## src/rtl/boot_load_controller_if.sv

```systemverilog
// boot_load_controller_if
//   Bundles the three buses the boot load controller sits between:
//     hex_*  : parsed word stream from the boot hex parser
//     cpu_*  : CPU memory request port (cpu_gnt returned to the CPU)
//     mem_*  : the single shared instruction/data memory port
//   Modports:
//     master : the controller (drives mem_* and cpu_gnt)
//     slave  : the surrounding system (parser, CPU, memory)
interface boot_load_controller_if #(
    parameter int address_width = 32,
    parameter int data_width    = 32
);
    logic                      hex_valid;
    logic [address_width-1:0]  hex_address;
    logic [data_width-1:0]     hex_data;
    logic                      hex_busy;
    logic                      hex_error;

    logic                      cpu_req;
    logic                      cpu_we;
    logic [address_width-1:0]  cpu_addr;
    logic [data_width-1:0]     cpu_wdata;
    logic [data_width/8-1:0]   cpu_be;
    logic                      cpu_gnt;

    logic                      mem_req;
    logic                      mem_we;
    logic [address_width-1:0]  mem_addr;
    logic [data_width-1:0]     mem_wdata;
    logic [data_width/8-1:0]   mem_be;
    logic                      mem_ready;

    modport master (
        input  hex_valid, hex_address, hex_data, hex_busy, hex_error,
        input  cpu_req, cpu_we, cpu_addr, cpu_wdata, cpu_be,
        output cpu_gnt,
        output mem_req, mem_we, mem_addr, mem_wdata, mem_be,
        input  mem_ready
    );

    modport slave (
        output hex_valid, hex_address, hex_data, hex_busy, hex_error,
        output cpu_req, cpu_we, cpu_addr, cpu_wdata, cpu_be,
        input  cpu_gnt,
        input  mem_req, mem_we, mem_addr, mem_wdata, mem_be,
        output mem_ready
    );
endinterface

```

## src/rtl/boot_load_controller.sv

```systemverilog
// boot_load_controller
//   Sequences a boot load from the hex word stream into the shared memory.
//   Parsed address/data words are buffered in a small FIFO and written to
//   memory; the memory port is arbitrated between boot writes and the CPU,
//   and the CPU is held in reset while a load is in progress.
// Ports:
//   clk, reset     : clock, synchronous active-high reset
//   bus (master)   : hex_*, cpu_*, mem_* buses (see boot_load_controller_if)
//   cpu_reset      : registered CPU reset
//   boot_active    : a load is being received or drained
//   boot_error     : sticky load error (cleared by the next clean word)
//   word_count     : words written in the current load, saturating
//   boot_checksum  : running sum of written data words
// Optional feature macro: BOOT_LOAD_CHECKSUM_EN
//   defined   -> boot_checksum accumulates every data word written
//   undefined -> boot_checksum is tied to zero
module boot_load_controller #(
    parameter int address_width     = 32,
    parameter int data_width        = 32,
    parameter int fifo_depth        = 4,
    parameter int reset_hold_cycles = 16
) (
    input  logic                  clk,
    input  logic                  reset,
    boot_load_controller_if.master bus,
    output logic                  cpu_reset,
    output logic                  boot_active,
    output logic                  boot_error,
    output logic [15:0]           word_count,
    output logic [data_width-1:0] boot_checksum
);
    typedef enum logic [2:0] {HOLD, RUN, LOAD, DRAIN, ERROR} state_t;

    localparam int PTR_W  = $clog2(fifo_depth);
    localparam int CNT_W  = PTR_W + 1;
    localparam int HOLD_W = $clog2(reset_hold_cycles + 2);

    state_t state, next_state;

    logic [HOLD_W-1:0]        hold_cnt;
    logic [address_width-1:0] fifo_addr [fifo_depth];
    logic [data_width-1:0]    fifo_data [fifo_depth];
    logic [PTR_W-1:0]         rd_ptr, wr_ptr;
    logic [CNT_W-1:0]         fifo_cnt;
    logic                     fifo_empty, fifo_full;
    logic                     boot_req, push, pop, flush;
    logic                     hex_accept, clear_count;

    assign fifo_empty  = (fifo_cnt == '0);
    assign fifo_full   = (fifo_cnt == CNT_W'(fifo_depth));
    assign boot_active = (state == LOAD) || (state == DRAIN);

    // Boot writes own the port in every state except RUN; ERROR issues nothing.
    assign boot_req = (state != RUN) && (state != ERROR) && !fifo_empty;
    assign pop      = boot_req && bus.mem_ready;

    always_comb begin
        bus.mem_req   = boot_req;
        bus.mem_we    = 1'b1;
        bus.mem_addr  = fifo_addr[rd_ptr];
        bus.mem_wdata = fifo_data[rd_ptr];
        bus.mem_be    = '1;
        bus.cpu_gnt   = 1'b0;
        if (state == RUN) begin
            bus.mem_req   = bus.cpu_req;
            bus.mem_we    = bus.cpu_we;
            bus.mem_addr  = bus.cpu_addr;
            bus.mem_wdata = bus.cpu_wdata;
            bus.mem_be    = bus.cpu_be;
            bus.cpu_gnt   = bus.cpu_req && bus.mem_ready;
        end
    end

    always_comb begin
        next_state  = state;
        hex_accept  = 1'b0;
        clear_count = 1'b0;
        case (state)
            HOLD: begin
                if (bus.hex_valid) begin
                    next_state = LOAD;
                    hex_accept = 1'b1;
                end else if (hold_cnt <= HOLD_W'(1)) begin
                    // The decrement taken this cycle reaches zero.
                    next_state = RUN;
                end
            end
            RUN: begin
                if (bus.hex_valid) begin
                    next_state  = LOAD;
                    hex_accept  = 1'b1;
                    clear_count = 1'b1;
                end
            end
            LOAD: begin
                if (bus.hex_error) begin
                    next_state = ERROR;
                end else begin
                    hex_accept = bus.hex_valid;
                    if (!bus.hex_busy) next_state = DRAIN;
                end
            end
            DRAIN: begin
                if (bus.hex_valid) begin
                    next_state = LOAD;
                    hex_accept = 1'b1;
                end else if (fifo_empty) begin
                    next_state = HOLD;
                end
            end
            ERROR: begin
                if (bus.hex_valid && !bus.hex_error) begin
                    next_state  = LOAD;
                    hex_accept  = 1'b1;
                    clear_count = 1'b1;
                end
            end
            default: next_state = HOLD;
        endcase
        // A word arriving at a full FIFO that is not draining this cycle is lost.
        if (hex_accept && fifo_full && !pop) next_state = ERROR;
    end

    assign push  = hex_accept && (!fifo_full || pop);
    assign flush = (next_state == ERROR);

    always_ff @(posedge clk) begin
        if (reset) begin
            state      <= HOLD;
            hold_cnt   <= HOLD_W'(reset_hold_cycles);
            rd_ptr     <= '0;
            wr_ptr     <= '0;
            fifo_cnt   <= '0;
            word_count <= '0;
            boot_error <= 1'b0;
            cpu_reset  <= 1'b1;
        end else begin
            state     <= next_state;
            cpu_reset <= (next_state != RUN);

            if (state == HOLD) begin
                if (hold_cnt != '0) hold_cnt <= hold_cnt - HOLD_W'(1);
            end else if (next_state == HOLD) begin
                hold_cnt <= HOLD_W'(reset_hold_cycles);
            end

            if (flush) begin
                rd_ptr   <= '0;
                wr_ptr   <= '0;
                fifo_cnt <= '0;
            end else begin
                if (push) wr_ptr <= wr_ptr + PTR_W'(1);
                if (pop)  rd_ptr <= rd_ptr + PTR_W'(1);
                case ({push, pop})
                    2'b10:   fifo_cnt <= fifo_cnt + CNT_W'(1);
                    2'b01:   fifo_cnt <= fifo_cnt - CNT_W'(1);
                    default: fifo_cnt <= fifo_cnt;
                endcase
            end

            if (clear_count) begin
                word_count <= '0;
            end else if (pop && (word_count != '1)) begin
                word_count <= word_count + 16'd1;
            end

            if (next_state == ERROR) begin
                boot_error <= 1'b1;
            end else if (state == ERROR) begin
                boot_error <= 1'b0;
            end
        end
    end

    always_ff @(posedge clk) begin
        if (push) begin
            fifo_addr[wr_ptr] <= bus.hex_address;
            fifo_data[wr_ptr] <= bus.hex_data;
        end
    end

`ifdef BOOT_LOAD_CHECKSUM_EN
    always_ff @(posedge clk) begin
        if (reset || clear_count) begin
            boot_checksum <= '0;
        end else if (pop) begin
            boot_checksum <= boot_checksum + fifo_data[rd_ptr];
        end
    end
`else
    assign boot_checksum = '0;
`endif
endmodule

```

## src/flat_wrapper.sv

```systemverilog
// flat-port wrapper written by rule: the top's interface ports become plain ports
module boot_load_controller_flat 
#(
    parameter int address_width     = 32,
    parameter int data_width        = 32,
    parameter int fifo_depth        = 4,
    parameter int reset_hold_cycles = 16
)
  (clk, reset, cpu_reset, boot_active, boot_error, word_count, boot_checksum, bus_hex_valid, bus_hex_address, bus_hex_data, bus_hex_busy, bus_hex_error, bus_cpu_req, bus_cpu_we, bus_cpu_addr, bus_cpu_wdata, bus_cpu_be, bus_cpu_gnt, bus_mem_req, bus_mem_we, bus_mem_addr, bus_mem_wdata, bus_mem_be, bus_mem_ready);
  boot_load_controller_if #(.address_width(address_width), .data_width(data_width)) bus_i ();
  input  logic clk;
  input  logic reset;
  output logic cpu_reset;
  output logic boot_active;
  output logic boot_error;
  output logic [15:0] word_count;
  output logic [data_width-1:0] boot_checksum;
  input wire logic [$bits(bus_i.hex_valid)-1:0] bus_hex_valid;
  input wire logic [$bits(bus_i.hex_address)-1:0] bus_hex_address;
  input wire logic [$bits(bus_i.hex_data)-1:0] bus_hex_data;
  input wire logic [$bits(bus_i.hex_busy)-1:0] bus_hex_busy;
  input wire logic [$bits(bus_i.hex_error)-1:0] bus_hex_error;
  input wire logic [$bits(bus_i.cpu_req)-1:0] bus_cpu_req;
  input wire logic [$bits(bus_i.cpu_we)-1:0] bus_cpu_we;
  input wire logic [$bits(bus_i.cpu_addr)-1:0] bus_cpu_addr;
  input wire logic [$bits(bus_i.cpu_wdata)-1:0] bus_cpu_wdata;
  input wire logic [$bits(bus_i.cpu_be)-1:0] bus_cpu_be;
  output wire logic [$bits(bus_i.cpu_gnt)-1:0] bus_cpu_gnt;
  output wire logic [$bits(bus_i.mem_req)-1:0] bus_mem_req;
  output wire logic [$bits(bus_i.mem_we)-1:0] bus_mem_we;
  output wire logic [$bits(bus_i.mem_addr)-1:0] bus_mem_addr;
  output wire logic [$bits(bus_i.mem_wdata)-1:0] bus_mem_wdata;
  output wire logic [$bits(bus_i.mem_be)-1:0] bus_mem_be;
  input wire logic [$bits(bus_i.mem_ready)-1:0] bus_mem_ready;
  assign bus_i.hex_valid = bus_hex_valid;
  assign bus_i.hex_address = bus_hex_address;
  assign bus_i.hex_data = bus_hex_data;
  assign bus_i.hex_busy = bus_hex_busy;
  assign bus_i.hex_error = bus_hex_error;
  assign bus_i.cpu_req = bus_cpu_req;
  assign bus_i.cpu_we = bus_cpu_we;
  assign bus_i.cpu_addr = bus_cpu_addr;
  assign bus_i.cpu_wdata = bus_cpu_wdata;
  assign bus_i.cpu_be = bus_cpu_be;
  assign bus_cpu_gnt = bus_i.cpu_gnt;
  assign bus_mem_req = bus_i.mem_req;
  assign bus_mem_we = bus_i.mem_we;
  assign bus_mem_addr = bus_i.mem_addr;
  assign bus_mem_wdata = bus_i.mem_wdata;
  assign bus_mem_be = bus_i.mem_be;
  assign bus_i.mem_ready = bus_mem_ready;
  boot_load_controller #(.address_width(address_width), .data_width(data_width), .fifo_depth(fifo_depth), .reset_hold_cycles(reset_hold_cycles)) u_core (.clk(clk), .reset(reset), .bus(bus_i), .cpu_reset(cpu_reset), .boot_active(boot_active), .boot_error(boot_error), .word_count(word_count), .boot_checksum(boot_checksum));
endmodule
```

## config.mk

```make
export PLATFORM = sky130hd
export DESIGN_NAME = boot_load_controller_flat
export DESIGN_NICKNAME = d
export VERILOG_FILES = /design/src/rtl/boot_load_controller_if.sv /design/src/rtl/boot_load_controller.sv /design/src/flat_wrapper.sv
export SDC_FILE = /design/constraint.sdc
export NUM_CORES = 1
export LEC_CHECK = 0
export BUFFER_PORTS_ARGS = -buffer_cell sky130_fd_sc_hd__buf_4
export CORE_ASPECT_RATIO = 0.9
export CORE_UTILIZATION = 49
export DETAILED_ROUTE_END_ITERATION = 12
export PLACE_DENSITY = 0.76
export SLEW_MARGIN = 20
export SYNTH_ARGS = -nofsm -noshare
export SYNTH_HDL_FRONTEND = slang
export SYNTH_SLANG_ARGS = --single-unit
export TNS_END_PERCENT = 30
```

## constraint.sdc

```tcl
create_clock -name clk -period 2.91 [get_ports clk]
set_clock_uncertainty 0.05 [all_clocks]
set_input_delay 0.1455 -clock clk [delete_from_list [all_inputs] [get_ports clk]]
set_output_delay 0.1455 -clock clk [all_outputs]
set_load 0.05 [all_outputs]
```

==> summary.md <==
| Metric | Value |
|---|---|
| PortBufs | `about 230` |
| FP Rows | `54` |
| Initial antenna violation count | `1` |
| Htree depth | `1` |
| Layout cells sized above 1 | `a little over two fifths` |
| DR vias | `7140` |
| Commonest non-fill, non-tap cell in the layout | `edfxtp_1` |
| Drt total wl | `roughly 25000 um` |
| Total global routing overflow | `0` |
| Largest net degree at the start of global routing | `42` |
| Reg2reg start | `u_core.state[0]` |
| Worst-margin pin slew | `632.1 ps` |
| Syn avg cell area | `roughly 18 um2` |
| First-pass GRT wire length | `39140 um` |
| Final-report hold violation count | `0` |
| Synth Register Bits | `291` |
| Die height | `roughly 150 um` |
| Setup violators final | `0` |
| Initial DRC Count | `around 370` |
| R2R Setup Slk | `around 400 ps` |
| Reg clk slew, reported paths | `roughly 70 ps` |
| FMAX | `roughly 360 MHz` |
| Worst setup path end | `bus_mem_wdata[25]` |
| Crit end category | `primary output` |
| Worst-Skew Late Latency | `530 ps` |
| Crit path launch type | `register` |
| Remaining DRCs | `0` |
| Gr usage total | `around 20%` |
| Worst R2R End | `u_core.fifo_cnt[2]` |
| Area of the mapped netlist | `around 12000 um2` |
| Pre-antenna DRT Iters | `5` |
| Ys async rst share | `0%` |
| Area delta synth->final | `30.46%` |
| Synth warn | `0` |
| RSZ-0062 raised after global routing | `false` |
| Die area | `25570 um2` |
| Fin cells | `between 1000 and 1500` |
| Hpwl dp | `~16000 um` |
| Final net count | `between 1000 and 1500` |
| Worst Path Arrival | `about 2600 ps` |
| Fin crit period | `between 2000 and 3000 ps` |
| Final Instance Area | `about 16000 um2` |
| Crit. Startpoint | `u_core.state[0]` |
| Cells on worst reg2reg path | `11` |
| Leakage dissipation | `roughly 5.7 nW` |
| Seq/Total Area, Yosys | `between 60% and 70%` |
| Part of the cycle the worst path needs | `94.86%` |
| Crit Path Class | `register to primary output` |
| Setup_tns | `0 ps` |
| Main synth FF type | `edfxtp_1` |
| Most frequent cells in the layout | `edfxtp_1, buf_4, dlygate4sd3_1, mux4_2, mux2_2` |
| Hold crit path type | `input pin to register` |
| CTS root buffer | `clkbuf_16` |
| WHS | `about 130 ps` |
| Gate Count Post-Synth | `slightly below 700` |
| Antenna Nets Post-Route | `0` |
| Outcome | `complete, no violations` |
| Initial Util | `between 50% and 60%` |
| Clock Tree Buf Depth | `3` |
| Inst Count DP | `1234` |
| Slew Viols, Final | `0` |
| IO Count | `about 260` |
| WL/cell | `18.58 um` |
| Area post-placement | `~14000 um2` |
| Hold Path Depth | `3` |
| Placer Congestion | `between 0.8 and 0.9` |
| Post-synth EDFFs | `256` |
| Worst rel slew slack | `roughly 57%` |
| Synth unique cells | `56` |
| Total power | `13.62 mW` |
| Worst-path fanout max | `41` |
| Vias in the first global route | `between 7000 and 8000` |
| CORE AREA | `24390 um2` |
| Max IR drop VDD | `between 0.5 and 0.6 mV` |
| TritonCTS Buffers | `28` |
| Average vias per placed instance | `about 5.3` |
| CTS tree | `built` |
| Die width | `roughly 170 um` |
| Max Cap Viol | `0` |
| PnR worst setup slack | `149.5 ps` |
| Worst slack at placement | `~450 ps` |
| Num Clock Sinks | `between 200 and 300` |
| Power per Cell Area | `between 800 and 900 nW/um2` |
| Post-CTS setup buffers | `0` |
| Core Util, Final | `65.35%` |
| Worst Path Required | `around 2700 ps` |
| Antenna Cells | `0` |
[metal layers]
layer	GRT usage, %	vias up	share of wire [%]
met5	0	-	0.032
met4	4.978	2	2.2
met3	3.360	40	5.3
met2	32.74	244	49
met1	26.91	3557	43
li1	-	3297	-
[registers in the layout (all words and copies together) (netlist names), named ones only]
| register | count |
|---|---|
| u_core.boot_error | 1 |
| u_core.cpu_reset | 1 |
| u_core.fifo_addr | 128 |
| u_core.fifo_cnt | 3 |
| u_core.fifo_data | 128 |
| u_core.hold_cnt | 5 |
| u_core.rd_ptr | 2 |
| u_core.state | 3 |
| u_core.word_count | 16 |
| u_core.wr_ptr | 2 |
[cells in the mapped netlist (5+ instances only)]
master	instances	area share (%)
nor2_1	18	0.55
mux2_2	64	5.9
xnor2_1	8	0.57
mux4_2	64	12
nor3_1	16	0.66
or3_1	10	0.51
buf_2	6	0.25
xor2_1	7	0.50
ha_1	9	0.92
buf_4	32	2.0
edfxtp_1	256	63
clkbuf_1	19	0.58
dfxtp_1	35	5.7
buf_1	7	0.22
or4_1	7	0.43
nand3_1	9	0.37
a21oi_1	11	0.45
inv_1	15	0.46
o211ai_1	5	0.31
nand2_1	17	0.52
and2_1	6	0.31
[worst min path at each step]
stage	start	end	slack, ps
floorplan	bus_hex_address[0]	u_core.fifo_addr[0][0]	190
global placement	bus_hex_address[7]	u_core.fifo_addr[3][7]	300
detailed placement	bus_hex_data[29]	u_core.fifo_data[0][29]	300
CTS	bus_hex_valid	u_core.state[2]	110
global route	bus_hex_valid	u_core.state[2]	150
finish	bus_hex_valid	u_core.state[2]	130
[layout make-up]
| cell class | instances | area (um2) |
|---|---|---|
| clock buffer | 41 | 780.7 |
| clock inverter | 11 | 83.83 |
| fill | 1638 | 8452 |
| inverter | 15 | 56.30 |
| multi-input combinational | 344 | 3528 |
| sequential | 291 | 8396 |
| tap | 336 | 420.4 |
| timing repair buffer | 315 | 2674 |
[logic make-up after synthesis]
| family | count (synthesis) | synth area share, % |
|---|---|---|
| flip-flops | 291 | 68.65 |
| multiplexers | 131 | 17.94 |
| AND/OR/NAND/NOR | 110 | 4.915 |
| buffers and inverters | 80 | 3.564 |
| AO/OA/AOI/OAI | 46 | 2.734 |
| XOR/XNOR | 15 | 1.075 |
| adder cells (fa/ha/maj) | 10 | 1.086 |
| other | 1 | 0.03069 |
[power breakdown]
group	switching (mW)	leakage, nW	total, mW	internal [mW]
Clock	1.46	0.423	3.40	1.95
Combinational	3.03	2.66	4.97	1.94
Sequential	0.193	2.63	5.24	5.05
[worst max-delay path: stages (launching register included)]
cell and delay [ps]:
dfxtp_1 500, buf_4 210, nand2b_1 180, nor2_4 150, buf_6 340, mux2_2 400, buf_4 190
[repair_timing]
item                       CTS  global route
resized for setup            0             1
hold endpoints to repair   273             0
setup endpoints to repair    0            41
hold buffers                67             0
Note: power is estimated with default switching activity, not from simulation.
